$ cat src/rtl/lockin_cordic_polar_pkg.sv
// ----------------------------------------------------------------------------
// lockin_cordic_pkg
// Shared definitions for the lock-in polar converter:
//   state_e     controller states (idle / iterating / scaling)
//   GUARD_BITS  headroom bits on the internal x/y datapath
//   IDX_BITS    width of the micro-rotation index
//   atan_ref()  arctangent table at 32-bit phase scale (2^31 <-> pi)
//   KINV_REF    reciprocal CORDIC gain at 32-bit scale (2^31 <-> 1.0)
//   scale_ref() rescales a 32-bit-scale constant to a narrower NUM_BITS
// ----------------------------------------------------------------------------
package lockin_cordic_pkg;

  typedef enum logic [1:0] {
    ST_IDLE  = 2'd0,
    ST_ITER  = 2'd1,
    ST_SCALE = 2'd2
  } state_e;

  localparam int unsigned GUARD_BITS = 2;
  localparam int unsigned IDX_BITS   = 5;
  localparam int unsigned REF_BITS   = 32;

  // round(0.607252935 * 2^31)
  localparam logic [31:0] KINV_REF = 32'd1304065748;

  // round(2^31/pi * atan(2^-i)), i = 0..30
  function automatic logic [31:0] atan_ref(input logic [IDX_BITS-1:0] idx);
    logic [31:0] v;
    case (idx)
      5'd0:    v = 32'd536870912;
      5'd1:    v = 32'd316933406;
      5'd2:    v = 32'd167458907;
      5'd3:    v = 32'd85004756;
      5'd4:    v = 32'd42667331;
      5'd5:    v = 32'd21354465;
      5'd6:    v = 32'd10679838;
      5'd7:    v = 32'd5340245;
      5'd8:    v = 32'd2670163;
      5'd9:    v = 32'd1335087;
      5'd10:   v = 32'd667544;
      5'd11:   v = 32'd333772;
      5'd12:   v = 32'd166886;
      5'd13:   v = 32'd83443;
      5'd14:   v = 32'd41722;
      5'd15:   v = 32'd20861;
      5'd16:   v = 32'd10430;
      5'd17:   v = 32'd5215;
      5'd18:   v = 32'd2608;
      5'd19:   v = 32'd1304;
      5'd20:   v = 32'd652;
      5'd21:   v = 32'd326;
      5'd22:   v = 32'd163;
      5'd23:   v = 32'd81;
      5'd24:   v = 32'd41;
      5'd25:   v = 32'd20;
      5'd26:   v = 32'd10;
      5'd27:   v = 32'd5;
      5'd28:   v = 32'd3;
      5'd29:   v = 32'd1;
      5'd30:   v = 32'd1;
      default: v = 32'd0;
    endcase
    return v;
  endfunction

  // Rounded right shift from the 32-bit reference scale down to nb bits.
  // All table values are below 2^31, so the rounding add cannot overflow.
  function automatic logic [31:0] scale_ref(input logic [31:0] v, input int unsigned nb);
    logic [31:0] acc;
    acc = v;
    if (nb < REF_BITS) begin
      acc = acc + (32'd1 << (REF_BITS - nb - 1));
      acc = acc >> (REF_BITS - nb);
    end
    return acc;
  endfunction

endpackage

$ cat src/rtl/lockin_cordic_polar_step.sv
// ----------------------------------------------------------------------------
// cordic_vector_step
// One combinational vectoring-mode micro-rotation. Drives y toward zero:
// the rotation direction follows the sign of the incoming y, and both
// updates use the pre-step x and y.
//   x_i, y_i   current vector (XY_BITS signed)
//   z_i        accumulated phase (NUM_BITS signed, wraps)
//   idx_i      micro-rotation index i (shift amount)
//   atan_i     ATAN[i] at NUM_BITS phase scale
//   x_o,y_o,z_o  rotated vector and updated phase
// ----------------------------------------------------------------------------
module cordic_vector_step
  import lockin_cordic_pkg::*;
#(
  parameter int unsigned NUM_BITS = 32,
  parameter int unsigned XY_BITS  = NUM_BITS + 2
) (
  input  logic signed [XY_BITS-1:0]  x_i,
  input  logic signed [XY_BITS-1:0]  y_i,
  input  logic signed [NUM_BITS-1:0] z_i,
  input  logic        [IDX_BITS-1:0] idx_i,
  input  logic        [NUM_BITS-1:0] atan_i,
  output logic signed [XY_BITS-1:0]  x_o,
  output logic signed [XY_BITS-1:0]  y_o,
  output logic signed [NUM_BITS-1:0] z_o
);

  logic signed [XY_BITS-1:0] x_sh_s;
  logic signed [XY_BITS-1:0] y_sh_s;

  // Micro-rotation: rotate clockwise when y >= 0, counter-clockwise otherwise.
  always_comb begin
    x_sh_s = x_i >>> idx_i;
    y_sh_s = y_i >>> idx_i;
    if (y_i[XY_BITS-1] == 1'b0) begin
      x_o = x_i + y_sh_s;
      y_o = y_i - x_sh_s;
      z_o = z_i + $signed(atan_i);
    end else begin
      x_o = x_i - y_sh_s;
      y_o = y_i + x_sh_s;
      z_o = z_i - $signed(atan_i);
    end
  end

endmodule

$ cat src/rtl/lockin_cordic_polar.sv
// ----------------------------------------------------------------------------
// lockin_cordic_polar
// Iterative vectoring CORDIC turning the lock-in (x, y) pair into magnitude
// and phase. One sample per tick_i; result after NUM_ITER+2 cycles.
//   clk_i      clock
//   reset_ni   asynchronous active-low reset
//   tick_i     one-cycle sample strobe (lock-in done)
//   x_i, y_i   signed quadrature pair
//   r_o        unsigned magnitude, input LSB weight, saturating
//   phi_o      signed phase, +/-2^(NUM_BITS-1) <-> +/-pi
//   done_o     one-cycle result strobe
//   overrun_o  sticky: a tick arrived while a sample was in flight
// ----------------------------------------------------------------------------
module lockin_cordic_polar
  import lockin_cordic_pkg::*;
#(
  parameter int unsigned NUM_BITS = 32,
  parameter int unsigned NUM_ITER = 24
) (
  input  logic                       clk_i,
  input  logic                       reset_ni,
  input  logic                       tick_i,
  input  logic signed [NUM_BITS-1:0] x_i,
  input  logic signed [NUM_BITS-1:0] y_i,
  output logic        [NUM_BITS-1:0] r_o,
  output logic signed [NUM_BITS-1:0] phi_o,
  output logic                       done_o,
  output logic                       overrun_o
);

  localparam int unsigned XY_BITS   = NUM_BITS + GUARD_BITS;
  localparam int unsigned PROD_BITS = XY_BITS + NUM_BITS + 1;
  localparam logic [NUM_BITS-1:0] KINV = NUM_BITS'(scale_ref(KINV_REF, NUM_BITS));
  localparam logic [IDX_BITS-1:0] LAST_IDX = IDX_BITS'(NUM_ITER - 1);
  // A quarter turn (pi/2) in phase units.
  localparam logic signed [NUM_BITS-1:0] Z_QUARTER = {2'b01, {(NUM_BITS-2){1'b0}}};

  state_e                     state_q, state_d;
  logic signed [XY_BITS-1:0]  x_q, x_d, y_q, y_d;
  logic signed [NUM_BITS-1:0] z_q, z_d;
  logic        [IDX_BITS-1:0] idx_q, idx_d;
  logic                       zero_q, zero_d;
  logic        [NUM_BITS-1:0] r_q, r_d;
  logic signed [NUM_BITS-1:0] phi_q, phi_d;
  logic                       done_q, done_d;
  logic                       overrun_q, overrun_d;

  logic signed [XY_BITS-1:0]   x_in_s, y_in_s;
  logic signed [XY_BITS-1:0]   step_x_s, step_y_s;
  logic signed [NUM_BITS-1:0]  step_z_s;
  logic        [NUM_BITS-1:0]  atan_s;
  logic signed [PROD_BITS-1:0] prod_s, scaled_s;
  logic        [NUM_BITS-1:0]  r_sat_s;

  assign x_in_s = {{GUARD_BITS{x_i[NUM_BITS-1]}}, x_i};
  assign y_in_s = {{GUARD_BITS{y_i[NUM_BITS-1]}}, y_i};
  assign atan_s = NUM_BITS'(scale_ref(atan_ref(idx_q), NUM_BITS));

  // Single shared micro-rotation, stepped once per ITER cycle.
  cordic_vector_step #(
    .NUM_BITS (NUM_BITS),
    .XY_BITS  (XY_BITS)
  ) u_step (
    .x_i    (x_q),
    .y_i    (y_q),
    .z_i    (z_q),
    .idx_i  (idx_q),
    .atan_i (atan_s),
    .x_o    (step_x_s),
    .y_o    (step_y_s),
    .z_o    (step_z_s)
  );

  // Gain compensation: r = (x * KINV) >>> (NUM_BITS-1), clamped to [0, 2^NUM_BITS-1].
  always_comb begin
    prod_s   = PROD_BITS'(x_q) * PROD_BITS'($signed({1'b0, KINV}));
    scaled_s = prod_s >>> (NUM_BITS - 1);
    if (scaled_s[PROD_BITS-1] == 1'b1) begin
      r_sat_s = {NUM_BITS{1'b0}};
    end else if (scaled_s[PROD_BITS-2:NUM_BITS] != {(PROD_BITS-1-NUM_BITS){1'b0}}) begin
      r_sat_s = {NUM_BITS{1'b1}};
    end else begin
      r_sat_s = scaled_s[NUM_BITS-1:0];
    end
  end

  // Controller next state: load with half-plane pre-rotation, iterate, scale.
  always_comb begin
    state_d   = state_q;
    x_d       = x_q;
    y_d       = y_q;
    z_d       = z_q;
    idx_d     = idx_q;
    zero_d    = zero_q;
    r_d       = r_q;
    phi_d     = phi_q;
    done_d    = 1'b0;
    // Any tick outside IDLE (including the SCALE cycle) is dropped and remembered.
    overrun_d = overrun_q | (tick_i & (state_q != ST_IDLE));

    case (state_q)
      ST_IDLE: begin
        if (tick_i) begin
          // Rotate left-half-plane inputs by -/+ pi/2 so CORDIC stays in range.
          if (x_i[NUM_BITS-1] == 1'b0) begin
            x_d = x_in_s;
            y_d = y_in_s;
            z_d = {NUM_BITS{1'b0}};
          end else if (y_i[NUM_BITS-1] == 1'b0) begin
            x_d = y_in_s;
            y_d = -x_in_s;
            z_d = Z_QUARTER;
          end else begin
            x_d = -y_in_s;
            y_d = x_in_s;
            z_d = -Z_QUARTER;
          end
          idx_d   = {IDX_BITS{1'b0}};
          zero_d  = (x_i == {NUM_BITS{1'b0}}) && (y_i == {NUM_BITS{1'b0}});
          state_d = ST_ITER;
        end else begin
          state_d = ST_IDLE;
        end
      end
      ST_ITER: begin
        x_d   = step_x_s;
        y_d   = step_y_s;
        z_d   = step_z_s;
        idx_d = idx_q + IDX_BITS'(1);
        if (idx_q == LAST_IDX) begin
          state_d = ST_SCALE;
        end else begin
          state_d = ST_ITER;
        end
      end
      ST_SCALE: begin
        if (zero_q) begin
          r_d   = {NUM_BITS{1'b0}};
          phi_d = {NUM_BITS{1'b0}};
        end else begin
          r_d   = r_sat_s;
          phi_d = z_q;
        end
        done_d  = 1'b1;
        state_d = ST_IDLE;
      end
      default: begin
        state_d = ST_IDLE;
      end
    endcase
  end

  // State and output registers.
  always_ff @(posedge clk_i or negedge reset_ni) begin
    if (!reset_ni) begin
      state_q   <= ST_IDLE;
      x_q       <= {XY_BITS{1'b0}};
      y_q       <= {XY_BITS{1'b0}};
      z_q       <= {NUM_BITS{1'b0}};
      idx_q     <= {IDX_BITS{1'b0}};
      zero_q    <= 1'b0;
      r_q       <= {NUM_BITS{1'b0}};
      phi_q     <= {NUM_BITS{1'b0}};
      done_q    <= 1'b0;
      overrun_q <= 1'b0;
    end else begin
      state_q   <= state_d;
      x_q       <= x_d;
      y_q       <= y_d;
      z_q       <= z_d;
      idx_q     <= idx_d;
      zero_q    <= zero_d;
      r_q       <= r_d;
      phi_q     <= phi_d;
      done_q    <= done_d;
      overrun_q <= overrun_d;
    end
  end

  assign r_o       = r_q;
  assign phi_o     = phi_q;
  assign done_o    = done_q;
  assign overrun_o = overrun_q;

endmodule

$ cat config.mk
export PLATFORM = sky130hd
export DESIGN_NAME = lockin_cordic_polar
export DESIGN_NICKNAME = d
export VERILOG_FILES = /design/src/rtl/lockin_cordic_polar_pkg.sv /design/src/rtl/lockin_cordic_polar_step.sv /design/src/rtl/lockin_cordic_polar.sv
export SDC_FILE = /design/constraint.sdc
export NUM_CORES = 2
export LEC_CHECK = 0
export BUFFER_PORTS_ARGS = -buffer_cell sky130_fd_sc_hd__buf_2
export CAP_MARGIN = 20
export CORE_MARGIN = 8
export CORE_UTILIZATION = 35
export DETAILED_ROUTE_END_ITERATION = 16
export HOLD_SLACK_MARGIN = 0.03
export PLACE_DENSITY = 0.56
export SLEW_MARGIN = 15
export SYNTH_ARGS = -nofsm -noshare
export SYNTH_HDL_FRONTEND = slang
export SYNTH_SLANG_ARGS = --single-unit
$ cat constraint.sdc
create_clock -name clk_i -period 9.5 [get_ports clk_i]
set_input_delay 0.475 -clock clk_i [delete_from_list [all_inputs] [get_ports clk_i]]
set_output_delay 0.475 -clock clk_i [all_outputs]
set_load 0.03 [all_outputs]
==> results by group <==
Status
  – Outcome: complete, no violations

Timing
  – Setup repair after global routing missed its margin: no
  – Slew Viols, Final: 0
  – Period minus WS final: 8720 ps
  – Final Setup Violations: 0
  – Period utilisation layout: 91.8%
  – Layout Skew: 30.3 ps
  – Slew @ Worst Pin: 1180 ps
  – Hold Violations, Final: 0
  – Final setup TNS: 0 ps
  – Slew HR: 21.0%
  – Maximum clock rate: between 100 and 150 MHz

Setup path
  – Depth of the most critical reg-to-reg path: 27
  – Worst Setup End Kind: flip-flop
  – Worst path most repeated cell: fa_1
  – Slowest CP cell: dfrtp_1
  – Peak per-stage delay on the critical path: 700 ps
  – Crit-path max FO: 34
  – R2r startpoint: x_q[6]
  – Worst setup path class: reg -> reg
  – Crit-path leading delay family: adder cells
  – WP buf/inv: 5
  – Required time worst endpoint: 9960 ps
  – FF-to-FF End: r_o[30]
  – Startpoint types: flip-flop
  – CP arrival: 9170 ps
  – R2R Setup Slk: 780 ps

Floorplan
  – Row count: 124
  – Starting density of the core: a little over a third
  – Die area: 0.125 sq mm
  – Chip width: 354 microns
  – IO Count: 133
  – Die Ht: approximately 350 microns
  – CORE AREA: 0.114 sq mm

Hold path
  – Hold Path Class: in -> reg
  – WHS Endpoint: overrun_o
  – HP Start: tick_i
  – Worst Hold Depth: 3

Final layout
  – Share of layout cells above drive strength 1: 8.16%
  – P&R area growth vs syn: 7.30%
  – Fill cell count: 11,900
  – Nets@finish: 5,614
  – Most common cell after layout, fill and taps aside: inv_1
  – Final Non-Filler Cells: 6,135
  – Commonest non-fill, non-tap cells in the layout: inv_1 (784), ha_1 (476), fa_1 (463)
  – Final instance area: 0.0429 sq mm

Yosys
  – Simple-gate share of the synthesized area: 11.3%
  – Synth warn: 0
  – Synthesized cell area: 0.0400 sq mm
  – Unique cell type count in the Yosys netlist: 94
  – Cell count after synthesis: 4,586
  – Top FF cell, synth: dfrtp_1
  – Number of flops mapped to enable cells by yosys: 0
  – Post-Syn Nets: 5,592
  – Async S/R FF share, synth: 100%
  – Syn_area_per_cell: 8.73 sq um
  – Post-synthesis mux area share: 6.49%
  – Synth top area share: 23.2%
  – Synth Area in Compound Gates: 16.9%
  – Synth Area in Adders: 38.0%
  – Largest family of logic cells by synthesized area: adder cells
  – Post-synthesis sequential area ratio: around 11%
  – Seq cells post-synth: 174
  – Synthesized-area fraction occupied by xor and xnor cells: 7.00%
  – Largest cells by area after synthesis: fa_1 (23%), ha_1 (15%), dfrtp_1 (11%), inv_1 (7.4%), mux4_2 (4.5%)
  – Post-synth top area cell: fa_1

Detailed routing
  – WL final: 135,000 microns
  – Total number of vias: 33,400
  – First DRT Iteration DRCs: 2,735
  – Routed Antenna Nets: 0
  – WL/cell: 21.9 microns
  – DR vias/cell: 5.44
  – DRC Markers: 0
  – DRT Pass-1 Iters: 7

GRT
  – Grt met1 use: around 29%
  – GR Util met2: between 30% and 40%
  – Grt total ovfl: 0
  – Met3 Track Usage GR: 3.38%
  – First-pass GRT wire length: ~210,000 microns
  – GRT Util Overall: 21.0%
  – Largest net degree at the start of global routing: between 70 and 80
  – Vias in the first global route: 33,100
  – Global route hottest layer: met2
  – Initial antenna violation count: 1

Placement
  – GP Congestion: between 0.9 and 1
  – Inst Count DP: between 6,000 and 7,000
  – I/O Buffers: 132
  – Post-DP HPWL: approximately 110,000 microns
  – Placement Cell Area: 0.0423 sq mm

Clock tree
  – TritonCTS clock tree: yes
  – Root Buffer: clkbuf_16
  – Post-CTS Resized: 0
  – Inserted Clock Buffers: 17
  – CTS H-tree lvls: 4
  – Clock slew at reported path FFs: roughly 100 ps
  – Clock Sinks: 174
  – Post-CTS setup buffer count: 0
  – Clk_lat worst skew: between 500 and 600 ps
  – Max Root-Sink Buffers: 2

Job
  – Max cap viols: 0
metal layers:
layer	vias up	wire length [microns]
met5	-	0
met4	0	5190
met3	194	8560
met2	1081	60800
met1	16500	60000
li1	15600	-
metrics by stage:
stage	hold slack [ps]	utilization, %	worst slack (ps)
6_report	225	37.7	782
5_1_grt	227	37.7	185
4_1_cts	180	37.7	676
3_5_place_dp	456	37.1	742
3_3_place_gp	453	37.1	744
2_1_floorplan	179	-	993
state kept, by name, summed over array words and instances, names as in the netlist:
| register | count |
|---|---|
| done_o | 1 |
| idx_q | 5 |
| overrun_o | 1 |
| phi_o | 32 |
| z_q | 32 |
| y_q | 34 |
| x_q | 34 |
| r_o | 32 |
| zero_q | 1 |
| state_q | 2 |
cells by family (layout without fill, tap and decap cells):
family	count (synthesis)	in the layout
AOI/OAI and AO/OA	1064	1064
buffers and inverters	977	1012
muxes	155	155
DFF	174	174
other	0	2
adders and majority gates	939	939
xor gates and xnor gates	320	320
and+or+nand+nor	957	957
layout make-up:
| class | instances | area (sq um) | share of cell area [%] |
|---|---|---|---|
| Sequential cell | 174 | 4370 | 10.2 |
| Clock inverter | 15 | 215 | 0.501 |
| Inverter | 788 | 2960 | 6.89 |
| Clock buffer | 17 | 425 | 0.991 |
| Multi-Input combinational cell | 3435 | 31900 | 74.4 |
| Tap cell | 1512 | 1890 | 4.41 |
| Timing Repair Buffer | 192 | 1120 | 2.62 |
| Antenna cell | 2 | 5.00 | 0.0117 |
synthesized netlist by cell type (46+ instances only):
master	n
a211oi_1	112
a21o_1	111
a21oi_1	299
a31oi_1	46
clkbuf_1	136
dfrtp_1	174
fa_1	463
ha_1	476
inv_1	785
mux4_2	80
nand2_1	316
nand2b_1	55
nand3_1	66
nor2_1	257
nor3_1	50
o21ai_0	235
xnor2_1	161
xor2_1	159
how the worst max path moves through the flow:
| stage | startpoint | endpoint | slack (ps) | cells after the start |
|---|---|---|---|---|
| final | x_q[6] | r_o[30] | 780 | 27 |
| after global placement | x_q[6] | r_o[31] | 740 | 27 |
| after CTS | x_q[6] | r_o[30] | 680 | 27 |
| after floorplan | x_q[33] | r_o[0] | 990 | 25 |
| after detailed placement | x_q[6] | r_o[30] | 740 | 27 |
| after global routing | x_q[6] | r_o[30] | 180 | 27 |
tightest hold or removal path: stages:
cell and delay (ps):
buf_2 120, o21ai_0 70, nand2b_1 60
what timing repair did:
action,in CTS,in global routing
endpoints found under the setup margin,0,0
hold buffers,1,0
endpoints found under the hold margin,61,0
Power is not shown: default switching activity piles up to over one toggle a cycle in this logic, so the estimate is an artifact.
